===== config.mk =====
export PLATFORM = sky130hd
export DESIGN_NAME = ram_arbiter
export DESIGN_NICKNAME = d
export VERILOG_FILES = /design/src/rtl/apple1_pkg.sv /design/src/rtl/rr_arbiter2.sv /design/src/rtl/ram_arbiter.sv
export SDC_FILE = /design/constraint.sdc
export NUM_CORES = 1
export LEC_CHECK = 0
export BUFFER_PORTS_ARGS = -buffer_cell sky130_fd_sc_hd__buf_4
export CAP_MARGIN = 10
export CORE_UTILIZATION = 45
export CTS_BUF_LIST = sky130_fd_sc_hd__clkbuf_8
export CTS_CLUSTER_DIAMETER = 100
export DETAILED_ROUTE_END_ITERATION = 8
export HOLD_SLACK_MARGIN = 0.12
export PLACE_DENSITY_LB_ADDON = 0.15
export SLEW_MARGIN = 10
export SYNTH_ARGS = -nofsm -noshare
export SYNTH_HDL_FRONTEND = slang
export SYNTH_SLANG_ARGS = --single-unit

===== constraint.sdc =====
create_clock -name clk25 -period 2 [get_ports clk25]
set_clock_uncertainty 0.05 [all_clocks]
set_input_delay 0.4 -clock clk25 [delete_from_list [all_inputs] [get_ports clk25]]
set_output_delay 0.4 -clock clk25 [all_outputs]
set_load 0.01 [all_outputs]

===== src/rtl/apple1_pkg.sv =====
// apple1_pkg: shared RAM geometry and arbitration types for the Apple-1 RAM path
package apple1_pkg;
    localparam int RAM_ADDR_W = 13;
    localparam int RAM_DATA_W = 8;
    typedef enum logic [1:0] {OWN_NONE, OWN_CPU, OWN_VID, OWN_LDR} owner;
    typedef enum logic {SEC_IDLE, SEC_WAIT} sec_state;
endpackage


===== src/rtl/rr_arbiter2.sv =====
// rr_arbiter2: two-requester round-robin arbiter that yields entirely while blocked
module rr_arbiter2 (
    input  logic       clk25,
    input  logic       reset,
    input  logic [1:0] req,
    input  logic       block,
    output logic [1:0] gnt
);
    logic rr_last;
    // grant the lone requester, or the one not served last when both ask
    always_comb gnt = (block || reset) ? 2'b00 : (&req) ? (rr_last ? 2'b01 : 2'b10) : req;
    // remember which requester won last; reset favours requester 0 first
    always_ff @(posedge clk25)
        if (reset) rr_last <= 1'b1;
        else if (|gnt) rr_last <= gnt[1];
endmodule


===== src/rtl/ram_arbiter.sv =====
// ram_arbiter: shares the single-port main RAM between the CPU, video reads and loader writes
import apple1_pkg::*;
module ram_arbiter #(
    parameter int ADDR_W = RAM_ADDR_W,
    parameter int DATA_W = RAM_DATA_W
) (
    input  logic              clk25,
    input  logic              reset,
    input  logic              cpu_req,
    input  logic              cpu_we,
    input  logic [ADDR_W-1:0] cpu_addr,
    input  logic [DATA_W-1:0] cpu_din,
    output logic [DATA_W-1:0] cpu_dout,
    output logic              cpu_valid,
    input  logic              vid_req,
    input  logic [ADDR_W-1:0] vid_addr,
    output logic              vid_ack,
    output logic [DATA_W-1:0] vid_dout,
    input  logic              ldr_req,
    input  logic [ADDR_W-1:0] ldr_addr,
    input  logic [DATA_W-1:0] ldr_din,
    output logic              ldr_ack,
    output logic [ADDR_W-1:0] ram_addr,
    output logic              ram_we,
    output logic [DATA_W-1:0] ram_din,
    input  logic [DATA_W-1:0] ram_dout
);
    sec_state          vid_st, vid_nx, ldr_st, ldr_nx;
    owner              inflight_owner, owner_nx;
    logic [1:0]        gnt;
    logic [ADDR_W-1:0] last_addr;
    logic [DATA_W-1:0] last_din, cpu_hold, vid_hold;

    rr_arbiter2 u_rr (
        .clk25 (clk25),
        .reset (reset),
        .req   ({ldr_req && ldr_st == SEC_IDLE, vid_req && vid_st == SEC_IDLE}),
        .block (cpu_req),
        .gnt   (gnt)
    );

    // secondary port state: a grant parks the port for exactly the ack cycle
    always_ff @(posedge clk25)
        if (reset) begin
            vid_st <= SEC_IDLE;
            ldr_st <= SEC_IDLE;
        end else begin
            vid_st <= vid_nx;
            ldr_st <= ldr_nx;
        end

    // next secondary state and the owner of the data returning next cycle
    always_comb begin
        vid_nx   = (vid_st == SEC_WAIT) ? SEC_IDLE : (gnt[0] ? SEC_WAIT : SEC_IDLE);
        ldr_nx   = (ldr_st == SEC_WAIT) ? SEC_IDLE : (gnt[1] ? SEC_WAIT : SEC_IDLE);
        owner_nx = (cpu_req && !reset) ? (cpu_we ? OWN_NONE : OWN_CPU)
                 : gnt[0] ? OWN_VID : gnt[1] ? OWN_LDR : OWN_NONE;
    end

    // RAM port mux: CPU wins outright, idle cycles keep the previous address
    always_comb begin
        ram_addr = reset ? '0 : cpu_req ? cpu_addr : gnt[0] ? vid_addr : gnt[1] ? ldr_addr : last_addr;
        ram_din  = reset ? '0 : cpu_req ? cpu_din : gnt[1] ? ldr_din : last_din;
        ram_we   = !reset && (cpu_req ? cpu_we : gnt[1]);
    end

    // completions steered by the registered owner; reset squashes anything in flight
    always_comb begin
        cpu_valid = !reset && inflight_owner == OWN_CPU;
        vid_ack   = !reset && inflight_owner == OWN_VID;
        ldr_ack   = !reset && inflight_owner == OWN_LDR;
        cpu_dout  = reset ? {DATA_W{1'b1}} : cpu_valid ? ram_dout : cpu_hold;
        vid_dout  = reset ? '0 : vid_ack ? ram_dout : vid_hold;
    end

    // in-flight owner, held RAM drive and held read data
    always_ff @(posedge clk25)
        if (reset) begin
            inflight_owner <= OWN_NONE;
            last_addr      <= '0;
            last_din       <= '0;
            cpu_hold       <= {DATA_W{1'b1}};
            vid_hold       <= '0;
        end else begin
            inflight_owner <= owner_nx;
            last_addr      <= ram_addr;
            last_din       <= ram_din;
            cpu_hold       <= cpu_dout;
            vid_hold       <= vid_dout;
        end
endmodule


==> impl_metrics.env, run 1 <==
export IMPL_status="finished, violations left"
export IMPL_failing_checks="setup timing"
export IMPL_rsz0062_at_grt="yes"
export IMPL_grt_pass1_vias=2397
export IMPL_hold_violation_total_from_the_final_report=0
export IMPL_ys_seq_area_share_pct=37.6
export IMPL_finalWorstPathRequiredPeriod_ns=2.36
export IMPL_post_place_ws_ns=-0.422
export IMPL_floorplan_die_height_um=72.5
export IMPL_worst_skew_late_latency_ns=0.29
export IMPL_grtUsageTotal_pct=25.1
export IMPL_ctsRootBufferMaster="sky130_fd_sc_hd__clkbuf_8"
export IMPL_timing_max_slew_rel_slack_pct=62.9
export IMPL_drt_iter0_markers=149
export IMPL_drtAntennaViolNets=0
export IMPL_final_min_period_over_clock_period_pct=118
export IMPL_cp_top_family="compound AO/OA/AOI/OAI gates"
export IMPL_synthDistinctLibCells=24
export IMPL_finalNetCount=460
export IMPL_gr_total_overflow=0
export IMPL_start_kind="flop"
export IMPL_io_pins=110
export IMPL_drv_max_cap_violation_count=0
export IMPL_met1Wirelength_um=2840
export IMPL_synth_most_common_cell="sky130_fd_sc_hd__dfxtp_1"
export IMPL_drive_gt1_share_pct=57.8
export IMPL_ys_warn_count=0
export IMPL_postSynthRegisterBits=42
export IMPL_syn_cell_area_um2=2230
export IMPL_syn_instance_count=248
export IMPL_peakVddDrop_mv=0.537
export IMPL_synth_top_flop_cell="sky130_fd_sc_hd__dfxtp_1"
export IMPL_gpl_final_weighted_congestion=0.716
export IMPL_power_leakage_nw=1.67
export IMPL_timing_hold_worst_class="primary input to flop"
export IMPL_finalNonFillerCells=458
export IMPL_synth_largest_area_cell="sky130_fd_sc_hd__dfxtp_1"
export IMPL_syn_nets=317
export IMPL_average_vias_per_placed_instance=5.60
export IMPL_finalWirelength_um=7030
export IMPL_dp_cells=446
export IMPL_synth_cells_most_frequent="sky130_fd_sc_hd__dfxtp_1, sky130_fd_sc_hd__a221oi_1, sky130_fd_sc_hd__inv_1"
export IMPL_max_freq_mhz=424
export IMPL_worst_setup_hold_path_clk_slew_ns=0.08
export IMPL_port_buffers=109
export IMPL_detailroute_via_count=2565
export IMPL_postCtsHoldBufs=0
export IMPL_synth_top_cells_by_area="sky130_fd_sc_hd__dfxtp_1, sky130_fd_sc_hd__a221oi_1, sky130_fd_sc_hd__a2111oi_2, sky130_fd_sc_hd__a211o_1, sky130_fd_sc_hd__o21ai_0"
export IMPL_finalWorstSetupSlack_ns=-0.358
export IMPL_crit_path_required_time_ns=1.55
export IMPL_top_signal_layer_used="met4"
export IMPL_post_route_drc_count=0
export IMPL_critPathSlowestCell="sky130_fd_sc_hd__a2111oi_2"
export IMPL_fp_dieArea_um2=5250
export IMPL_tritoncts="built"
export IMPL_drt_pass1_iterations=4
export IMPL_dpl_hpwl_um=4410
export IMPL_cts_path_max_buffers=2
export IMPL_report_power_total_w=0.00225
export IMPL_detail_route_wl_per_cell_um=15.4
export IMPL_endpoint_class_of_the_critical_path="primary output"
export IMPL_final_max_slew_violation_count=0
export IMPL_antenna_diode_count=0
export IMPL_htreeDepth=2
export IMPL_worst_path_largest_cell_delay_ns=0.38
export IMPL_grt_max_degree=53
export IMPL_dieWidth_um=72.5
export IMPL_postSynth_asyncResetShare_pct=0
export IMPL_syn_mean_instance_area_um2=9.01
export IMPL_worstMarginPinSlew_ns=0.556
export IMPL_met3RoutedLength_um=408
export IMPL_finalSetupViolations=22
export IMPL_power_density_nw_per_um2=596
export IMPL_cts_sinks=42
export IMPL_worstSetupPathType="flop to primary output"
export IMPL_crit_chain="nor2b_4, a2111o_1, buf_6, nor2_1, a2111oi_2, buf_4"
export IMPL_synth_edff_count=0
export IMPL_nFillCells=338
export IMPL_dr_wl_met2_um=3660
export IMPL_yosys_area_top_type_share_pct=37.6
export IMPL_core_region_area_um2=4750
export IMPL_floorplan_initialDensity_pct=47.0
export IMPL_growth_of_design_area_from_synthesis_to_finish_pct=68.6
export IMPL_critical_path_peak_fanout=9
export IMPL_antenna_found_initial=0
export IMPL_worst_ep_arrival_time_ns=1.91
export IMPL_grt_pass1_wl_um=10500
export IMPL_num_rows=25
export IMPL_crit_buf_inv=2
export IMPL_tritoncts_num_buffers=5
[metal layers]
layer / track usage (%) / vias to the layer above
li1: - / 1227
met1: 30.6 / 1228
met2: 43.9 / 99
met3: 5.56 / 11
met4: 8.06 / 0
met5: 0 / -
[metrics by stage]
| step | util [%] | hold WS [ns] | setup TNS [ns] | area, um2 |
|---|---|---|---|---|
| after global placement | 71.3 | 0.414 | -6.26 | 3390 |
| after detailed placement | 71.3 | 0.421 | -6.51 | 3390 |
| after floorplan | - | 0.402 | 0 | 2230 |
| after CTS | 78.0 | 0.278 | -4.61 | 3710 |
| final | 79.3 | 0.283 | -5.82 | 3770 |
| after global routing | 79.3 | 0.287 | -7.57 | 3770 |
[cell type report]
class                      instances  area (um2)  share of cell area, %
multi-input combinational        159        1400                   37.3
timing repair buffer             158        1220                   32.4
sequential                        42         846                   22.4
inverter                          24        92.6                   2.46
tap                               67        83.8                   2.22
clock buffer                       6        82.6                   2.19
clock inverter                     1        30.0                  0.797
timing repair inverter             1        7.51                  0.199
[cells in the final DEF (no fill, tap or decap), drive strengths merged]
cell type,synthesis,final
nor2,10,10
nor3,8,8
a2111o,1,1
nand2,21,21
clkbuf,13,6
buf,10,158
nor3b,1,1
a2111oi,16,16
bufinv,0,1
inv,24,24
and3b,1,1
and2,1,1
a221oi,39,39
dfxtp,42,42
nand2b,11,11
a221o,1,1
nor2b,12,12
o21ai,19,19
o21a,1,1
a211o,16,16
a211oi,1,1
clkinvlp,0,1
[kinds of logic after synthesis]
kind of cell | share of synthesized area [%]
AND/OR/NAND/NOR | 15.3
AO/OA/AOI/OAI | 38.6
flip-flops | 37.6
buffers and inverters | 8.45
[power by group]
group          internal [W]  switching, W  leakage (nW)
registers          0.000897     0.0000240         0.348
clock network      0.000399      0.000278        0.0573
logic              0.000343      0.000305          1.27
[flip-flops by register name, indices dropped and copies added, names as in the netlist]
register and flops:
vid_hold 8, last_addr 13, vid_st 1, last_din 8, u_rr.rr_last 1, inflight_owner 2
ldr_st 1, cpu_hold 8
[what timing repair did]
item	in CTS	in global routing
buffers inserted	1	1
cloned	2	1
pin swaps	15	6
setup endpoints to repair	30	32
resized for setup	40	15
[final timing paths]
| check | from | end | slack (ns) | depth (start not counted) |
|---|---|---|---|---|
| worst max-delay path | vid_st | ram_din[6] | -0.36 | 6 |
| worst min-delay path | ram_dout[2] | cpu_hold[2] | 0.28 | 2 |
| worst max register to register | u_rr.rr_last | last_din[6] | 0.28 | 5 |
| worst min register to register | vid_hold[2] | vid_hold[2] | 0.43 | 2 |
No activity file was read; power rests on OpenSTA's default activity.
==> inputs of run 2 (changes only) <==
==> constraint.sdc (replaced) <==
create_clock -name clk25 -period 3.1 [get_ports clk25]
set_clock_uncertainty 0.05 [all_clocks]
set_input_delay 0.62 -clock clk25 [delete_from_list [all_inputs] [get_ports clk25]]
set_output_delay 0.62 -clock clk25 [all_outputs]
set_load 0.01 [all_outputs]
==> run 2 against run 1 <==
- the run now ends clean
- hold slack gained 0.15 ns
- global-route usage down 2.9 points
- sequential cell count did not move
- power is 41% lower
- critical path depth stayed put
- non-clock buffer count is 42 lower
- via count down 12%
- count of clock-buffer cells in the layout is 1 lower
- die area did not move
- wire length down 18%
- sequential share of layout area rose by 3.9 points
==> impl_metrics.env, run 2 (synthesis gave the netlist of run 1 again) <==
export IMPL_power_density_nw_per_um2=417
export IMPL_finalWirelength_um=5760
export IMPL_core_region_area_um2=4750
export IMPL_dp_cells=408
export IMPL_finalNonFillerCells=416
export IMPL_crit_path_required_time_ns=2.43
export IMPL_drv_max_cap_violation_count=0
export IMPL_worst_path_largest_cell_delay_ns=0.50
export IMPL_critical_path_peak_fanout=14
export IMPL_gr_total_overflow=0
export IMPL_average_vias_per_placed_instance=5.45
export IMPL_top_register="last_addr"
export IMPL_floorplan_initialDensity_pct=47.0
export IMPL_tritoncts="built"
export IMPL_power_leakage_nw=1.40
export IMPL_io_pins=110
export IMPL_drt_pass1_iterations=4
export IMPL_worstSetupPathType="primary input to primary output"
export IMPL_worstMarginPinSlew_ns=0.694
export IMPL_endpoint_class_of_the_critical_path="primary output"
export IMPL_crit_chain="buf_4, nor2b_4, o21a_1, a221oi_1, a221oi_1, buf_4"
export IMPL_gpl_final_weighted_congestion=0.755
export IMPL_peakVddDrop_mv=0.305
export IMPL_utilization_pct=67.2
export IMPL_dieWidth_um=72.5
export IMPL_cts_sinks=42
export IMPL_timing_hold_worst_class="flop to flop"
export IMPL_fp_dieArea_um2=5250
export IMPL_grt_pass1_vias=2066
export IMPL_timing_max_slew_rel_slack_pct=53.8
export IMPL_cts_path_max_buffers=2
export IMPL_finalSetupTns_ns=0
export IMPL_drive_gt1_share_pct=41.3
export IMPL_cts_setup_buffers=0
export IMPL_rsz0062_at_grt="no"
export IMPL_finalSetupViolations=0
export IMPL_drt_iter0_markers=120
export IMPL_detailroute_via_count=2268
export IMPL_growth_of_design_area_from_synthesis_to_finish_pct=43.1
export IMPL_setup_reg_to_reg_worst_slack_ns=1.38
export IMPL_min_delay_start="vid_hold[1]"
export IMPL_max_freq_mhz=358
export IMPL_layout_cells_most_common="sky130_fd_sc_hd__buf_4"
export IMPL_start_kind="primary input"
export IMPL_antenna_diode_count=0
export IMPL_post_route_drc_count=0
export IMPL_cts_repair_resized=0
export IMPL_reg2regPathDepth=4
export IMPL_max_reg_flops=13
export IMPL_layout_common_cells="sky130_fd_sc_hd__buf_4, sky130_fd_sc_hd__dfxtp_1, sky130_fd_sc_hd__a221oi_1"
export IMPL_hold_end="vid_hold[1]"
export IMPL_worst_r2r_src="vid_st"
export IMPL_postCtsHoldBufs=0
export IMPL_critPathSlowestCell="sky130_fd_sc_hd__o21a_1"
export IMPL_grt_max_degree=65
export IMPL_min_path_cells=2
export IMPL_worst_ep_arrival_time_ns=2.13
export IMPL_htreeDepth=2
export IMPL_worstReg2RegEnd="last_addr[1]"
export IMPL_dpl_hpwl_um=4070
export IMPL_worst_skew_late_latency_ns=0.29
export IMPL_finalNetCount=417
export IMPL_tritoncts_num_buffers=5
export IMPL_grtUsageTotal_pct=22.2
export IMPL_port_buffers=109
export IMPL_detail_route_wl_per_cell_um=13.8
export IMPL_nFillCells=448
export IMPL_antenna_found_initial=0
export IMPL_status="complete, no violations"
export IMPL_finalWorstPathRequiredPeriod_ns=2.80
export IMPL_worst_setup_hold_path_clk_slew_ns=0.07
export IMPL_num_rows=25
export IMPL_ctsRootBufferMaster="sky130_fd_sc_hd__clkbuf_8"
export IMPL_final_min_period_over_clock_period_pct=90.2
export IMPL_final_max_slew_violation_count=0
export IMPL_floorplan_die_height_um=72.5
export IMPL_grt_pass1_wl_um=9070
export IMPL_hold_violation_total_from_the_final_report=0
export IMPL_drtAntennaViolNets=0
run 2: cell count changes in the layout (fill, tap and decap cells not counted), moves of 3 or more:
| cell | before | now |
|---|---|---|
| sky130_fd_sc_hd__buf_4 | 150 | 116 |
| sky130_fd_sc_hd__a221oi_1 | 20 | 39 |
| sky130_fd_sc_hd__a221oi_2 | 19 | 0 |
| sky130_fd_sc_hd__nand2_1 | 13 | 21 |
| sky130_fd_sc_hd__nand2_2 | 6 | 0 |
| sky130_fd_sc_hd__buf_6 | 5 | 0 |
| sky130_fd_sc_hd__dfxtp_1 | 38 | 42 |
| sky130_fd_sc_hd__dfxtp_2 | 4 | 0 |
| sky130_fd_sc_hd__nor3_1 | 5 | 8 |
| sky130_fd_sc_hd__nor3_2 | 3 | 0 |
run 2: critical path: cells and delay by family:
kind / cells / cell delay, ns
AOI/OAI and AO/OA: 3 / 1.05
buffers and inverters: 2 / 0.25
and+or+nand+nor: 1 / 0.19
run 2: cell type report:
class	instances	area, um2	area share, %
multi-input cells	159	1200	37.7
repair buffers	116	871	27.2
flip-flops and latches	42	841	26.3
inverters	24	90.1	2.82
well taps	67	83.8	2.62
clock buffers	5	68.8	2.15
clock inverters	3	37.5	1.17
run 2: power breakdown:
part / total, W / internal, W / switching (W)
sequential: 0.000589 / 0.000578 / 0.0000113
clock: 0.000412 / 0.000234 / 0.000177
combinational: 0.000333 / 0.000172 / 0.000161
run 2: how the worst max path moves through the flow:
stage,endpoint,depth (start not counted),from,slack (ns)
floorplan,ram_din[6],5,vid_req,0.67
global placement,ram_addr[5],6,vid_req,0.36
detailed placement,ram_din[5],7,vid_req,0.32
CTS,ram_din[5],7,vid_req,0.31
global route,ram_addr[8],6,vid_req,0.19
finish,ram_addr[5],6,vid_req,0.30
run 2: per-stage QoR:
step | hold slack (ns) | cell area [um2] | power [W] | worst slack [ns]
after detailed placement | 0.421 | 3090 | 0.000934 | 0.323
after CTS | 0.435 | 3200 | 0.00135 | 0.309
after floorplan | 0.402 | 2230 | 0.000783 | 0.666
after global placement | 0.414 | 3090 | 0.000928 | 0.363
after global routing | 0.456 | 3200 | 0.00141 | 0.187
final | 0.430 | 3200 | 0.00133 | 0.304
run 2: layer usage:
metal | wire, um | track usage, % | vias up | share of wire (%)
met5 | 0 | 0 | - | 0
met4 | 51 | 7.19 | 0 | 0.89
met3 | 351 | 7.64 | 4 | 6.1
met2 | 2840 | 38.0 | 74 | 49
met1 | 2510 | 26.0 | 1055 | 44
li1 | - | - | 1135 | -
==> inputs of run 3 (changes only) <==
--- a/config.mk
+++ b/config.mk
@@ -5,6 +5,7 @@
 export SDC_FILE = /design/constraint.sdc
 export NUM_CORES = 1
 export LEC_CHECK = 0
+export ABC_AREA = 1
 export BUFFER_PORTS_ARGS = -buffer_cell sky130_fd_sc_hd__buf_4
 export CAP_MARGIN = 10
 export CORE_UTILIZATION = 45
==> run 3 against run 2 <==
- the flow now finishes with violations (DRC)
- highest routed layer unchanged
- area after synthesis decreased by 5.5%
- global-route usage increased by 0.44 points
- critical path type unchanged
- sequential share of layout area increased by 1.5 points
- critical endpoint is now ram_din[2]
==> impl_metrics.env, run 3 <==
export IMPL_syn_mean_instance_area_um2=6.75
export IMPL_worst_skew_late_latency_ns=0.28
export IMPL_htreeDepth=2
export IMPL_final_min_period_over_clock_period_pct=85.4
export IMPL_yosys_area_share_simple_pct=42.0
export IMPL_synth_edff_count=0
export IMPL_endpoint_class_of_the_critical_path="primary output"
export IMPL_finalWirelength_um=5480
export IMPL_crit_path_required_time_ns=2.43
export IMPL_worst_ep_arrival_time_ns=1.98
export IMPL_syn_nets=382
export IMPL_drive_gt1_share_pct=31.7
export IMPL_reg2regPathDepth=6
export IMPL_rsz0062_at_grt="no"
export IMPL_tritoncts_num_buffers=5
export IMPL_start_kind="primary input"
export IMPL_layout_cells_most_common="sky130_fd_sc_hd__nand2_1"
export IMPL_worstSetupStartpoint="reset"
export IMPL_layout_common_cells="sky130_fd_sc_hd__nand2_1, sky130_fd_sc_hd__buf_4, sky130_fd_sc_hd__nand3_1"
export IMPL_endpoint_of_the_most_critical_setup_path="ram_din[2]"
export IMPL_core_region_area_um2=4440
export IMPL_gpl_final_weighted_congestion=0.818
export IMPL_max_reg_flops=13
export IMPL_yosys_area_top_type_share_pct=39.8
export IMPL_detail_route_wl_per_cell_um=11.6
export IMPL_failing_checks="DRC"
export IMPL_gr_total_overflow=0
export IMPL_grt_max_degree=24
export IMPL_drtAntennaViolNets=0
export IMPL_synth_top_cells_by_area="sky130_fd_sc_hd__dfxtp_1, sky130_fd_sc_hd__nand2_1, sky130_fd_sc_hd__nand3_1, sky130_fd_sc_hd__o21ai_0, sky130_fd_sc_hd__o21ai_1"
export IMPL_io_pins=110
export IMPL_finalWorstSetupSlack_ns=0.453
export IMPL_synthDistinctLibCells=24
export IMPL_status="finished, violations left"
export IMPL_synth_most_common_cell="sky130_fd_sc_hd__nand2_1"
export IMPL_grt_pass1_wl_um=9140
export IMPL_worst_r2r_src="ldr_st"
export IMPL_detailroute_via_count=2314
export IMPL_syn_cell_area_um2=2110
export IMPL_dpl_hpwl_um=4190
export IMPL_synth_compound_area_share_pct=10.2
export IMPL_hold_violation_total_from_the_final_report=0
export IMPL_post_place_ws_ns=0.457
export IMPL_cts_path_max_buffers=2
export IMPL_growth_of_design_area_from_synthesis_to_finish_pct=43.0
export IMPL_top_register="last_addr"
export IMPL_cts_sinks=42
export IMPL_combinational_family_with_the_most_area_after_synthesis="simple AND/OR/NAND/NOR gates"
export IMPL_antenna_diode_count=0
export IMPL_worstReg2RegEnd="last_din[2]"
export IMPL_floorplan_die_height_um=70.5
export IMPL_max_freq_mhz=378
export IMPL_port_buffers=109
export IMPL_ys_seq_area_share_pct=39.8
export IMPL_power_density_nw_per_um2=403
export IMPL_dp_cells=463
export IMPL_grt_pass1_vias=2154
export IMPL_postCtsHoldBufs=0
export IMPL_finalNetCount=487
export IMPL_power_leakage_nw=1.59
export IMPL_dieWidth_um=70.5
export IMPL_grtUsageTotal_pct=22.7
export IMPL_drt_iter0_markers=138
export IMPL_finalNonFillerCells=471
export IMPL_syn_instance_count=313
export IMPL_tritoncts="built"
export IMPL_worst_setup_hold_path_clk_slew_ns=0.08
export IMPL_postSynthRegisterBits=42
export IMPL_drv_max_cap_violation_count=0
export IMPL_synth_xor_xnor_area_share_pct=0
export IMPL_finalSetupViolations=0
export IMPL_worstSetupPathType="primary input to primary output"
export IMPL_timing_max_slew_rel_slack_pct=58.1
export IMPL_synth_cells_most_frequent="sky130_fd_sc_hd__nand2_1, sky130_fd_sc_hd__nand3_1, sky130_fd_sc_hd__dfxtp_1"
export IMPL_nFillCells=401
export IMPL_cts_repair_resized=0
export IMPL_worstMarginPinSlew_ns=0.626
export IMPL_post_route_drc_count=10
export IMPL_floorplan_initialDensity_pct=47.5
export IMPL_critical_path_peak_fanout=20
export IMPL_post_synth_fa_ha_maj_area_fraction_pct=0
export IMPL_postSynth_asyncResetShare_pct=0
export IMPL_drt_pass1_iterations=6
export IMPL_setup_reg_to_reg_worst_slack_ns=1.59
export IMPL_finalSetupTns_ns=0
export IMPL_ys_warn_count=0
export IMPL_num_rows=24
export IMPL_peakVddDrop_mv=0.274
export IMPL_finalWorstPathRequiredPeriod_ns=2.65
export IMPL_cts_setup_buffers=0
export IMPL_timing_hold_worst_class="flop to flop"
export IMPL_synth_largest_area_cell="sky130_fd_sc_hd__dfxtp_1"
export IMPL_average_vias_per_placed_instance=4.91
export IMPL_ctsRootBufferMaster="sky130_fd_sc_hd__clkbuf_8"
export IMPL_antenna_found_initial=0
export IMPL_fp_dieArea_um2=4970
export IMPL_final_max_slew_violation_count=0
export IMPL_post_synth_mux_area_share_pct=0
export IMPL_synth_top_flop_cell="sky130_fd_sc_hd__dfxtp_1"
[run 3: cell types whose count changed after synthesis, sizes merged, moves of 7 or more]
cell | previous run | this run
a211o | 16 | 0
a2111oi | 16 | 0
a221oi | 39 | 0
nor2b | 12 | 0
nand2b | 11 | 0
o21ai | 19 | 32
nand2 | 21 | 126
a21oi | 0 | 8
clkbuf | 13 | 1
nand3 | 0 | 56
inv | 24 | 15
nor3 | 8 | 1
[run 3: through the flow]
step / cell area, um2 / utilization (%) / hold WS, ns / total power (W)
2_1_floorplan: 2110 / - / 0.379 / 0.000735
3_3_place_gp: 2930 / 65.9 / 0.387 / 0.000872
3_5_place_dp: 2930 / 65.9 / 0.396 / 0.000878
4_1_cts: 3020 / 68.0 / 0.414 / 0.00123
5_1_grt: 3020 / 68.0 / 0.444 / 0.00128
6_report: 3020 / 68.0 / 0.411 / 0.00122
[run 3: power by group]
part	switching, W	internal [W]	total, W
Combinational	0.000139	0.000140	0.000279
Sequential	0.0000101	0.000575	0.000585
Clock	0.000176	0.000176	0.000352
[run 3: final cells by class]
type | count | area (um2) | area share [%]
sequential | 42 | 841 | 27.8
clock inverter | 2 | 8.76 | 0.290
multi-input combinational | 239 | 1100 | 36.5
tap | 52 | 65.1 | 2.15
inverter | 16 | 65.1 | 2.15
timing repair buffer | 114 | 856 | 28.3
clock buffer | 6 | 82.6 | 2.73
[run 3: kinds of logic (layout without fill, tap and decap cells)]
group                  count (synthesis)  count (layout)
AOI/OAI and AO/OA                     42              42
DFF                                   42              42
buffers and inverters                 32             138
and+or+nand+nor                      197             197
[run 3: metal layers]
layer | up-vias | global-route usage (%) | routed length, um
met5 | - | 0 | 0
met4 | 0 | 7.03 | 41
met3 | 4 | 5.63 | 418
met2 | 77 | 38.9 | 2600
met1 | 1005 | 27.9 | 2420
li1 | 1228 | - | -
[run 3: how the worst min path moves through the flow]
stage                      startpoint          end  cells after the start
after floorplan           cpu_hold[0]  cpu_hold[0]                      2
after global placement    cpu_hold[0]  cpu_hold[0]                      2
after detailed placement  cpu_hold[0]  cpu_hold[0]                      2
after CTS                 cpu_hold[0]  cpu_hold[0]                      2
after global routing      cpu_hold[2]  cpu_hold[2]                      2
final                     cpu_hold[0]  cpu_hold[0]                      2
[run 3: worst max-delay path, stage by stage]
cell and delay, ns:
sky130_fd_sc_hd__buf_4 0.19, sky130_fd_sc_hd__clkinv_4 0.11, sky130_fd_sc_hd__nand2_4 0.08, sky130_fd_sc_hd__nor2_8 0.19, sky130_fd_sc_hd__nand2_2 0.27, sky130_fd_sc_hd__nand2_1 0.13
sky130_fd_sc_hd__nand2_1 0.08, sky130_fd_sc_hd__o21ai_1 0.16, sky130_fd_sc_hd__buf_4 0.14
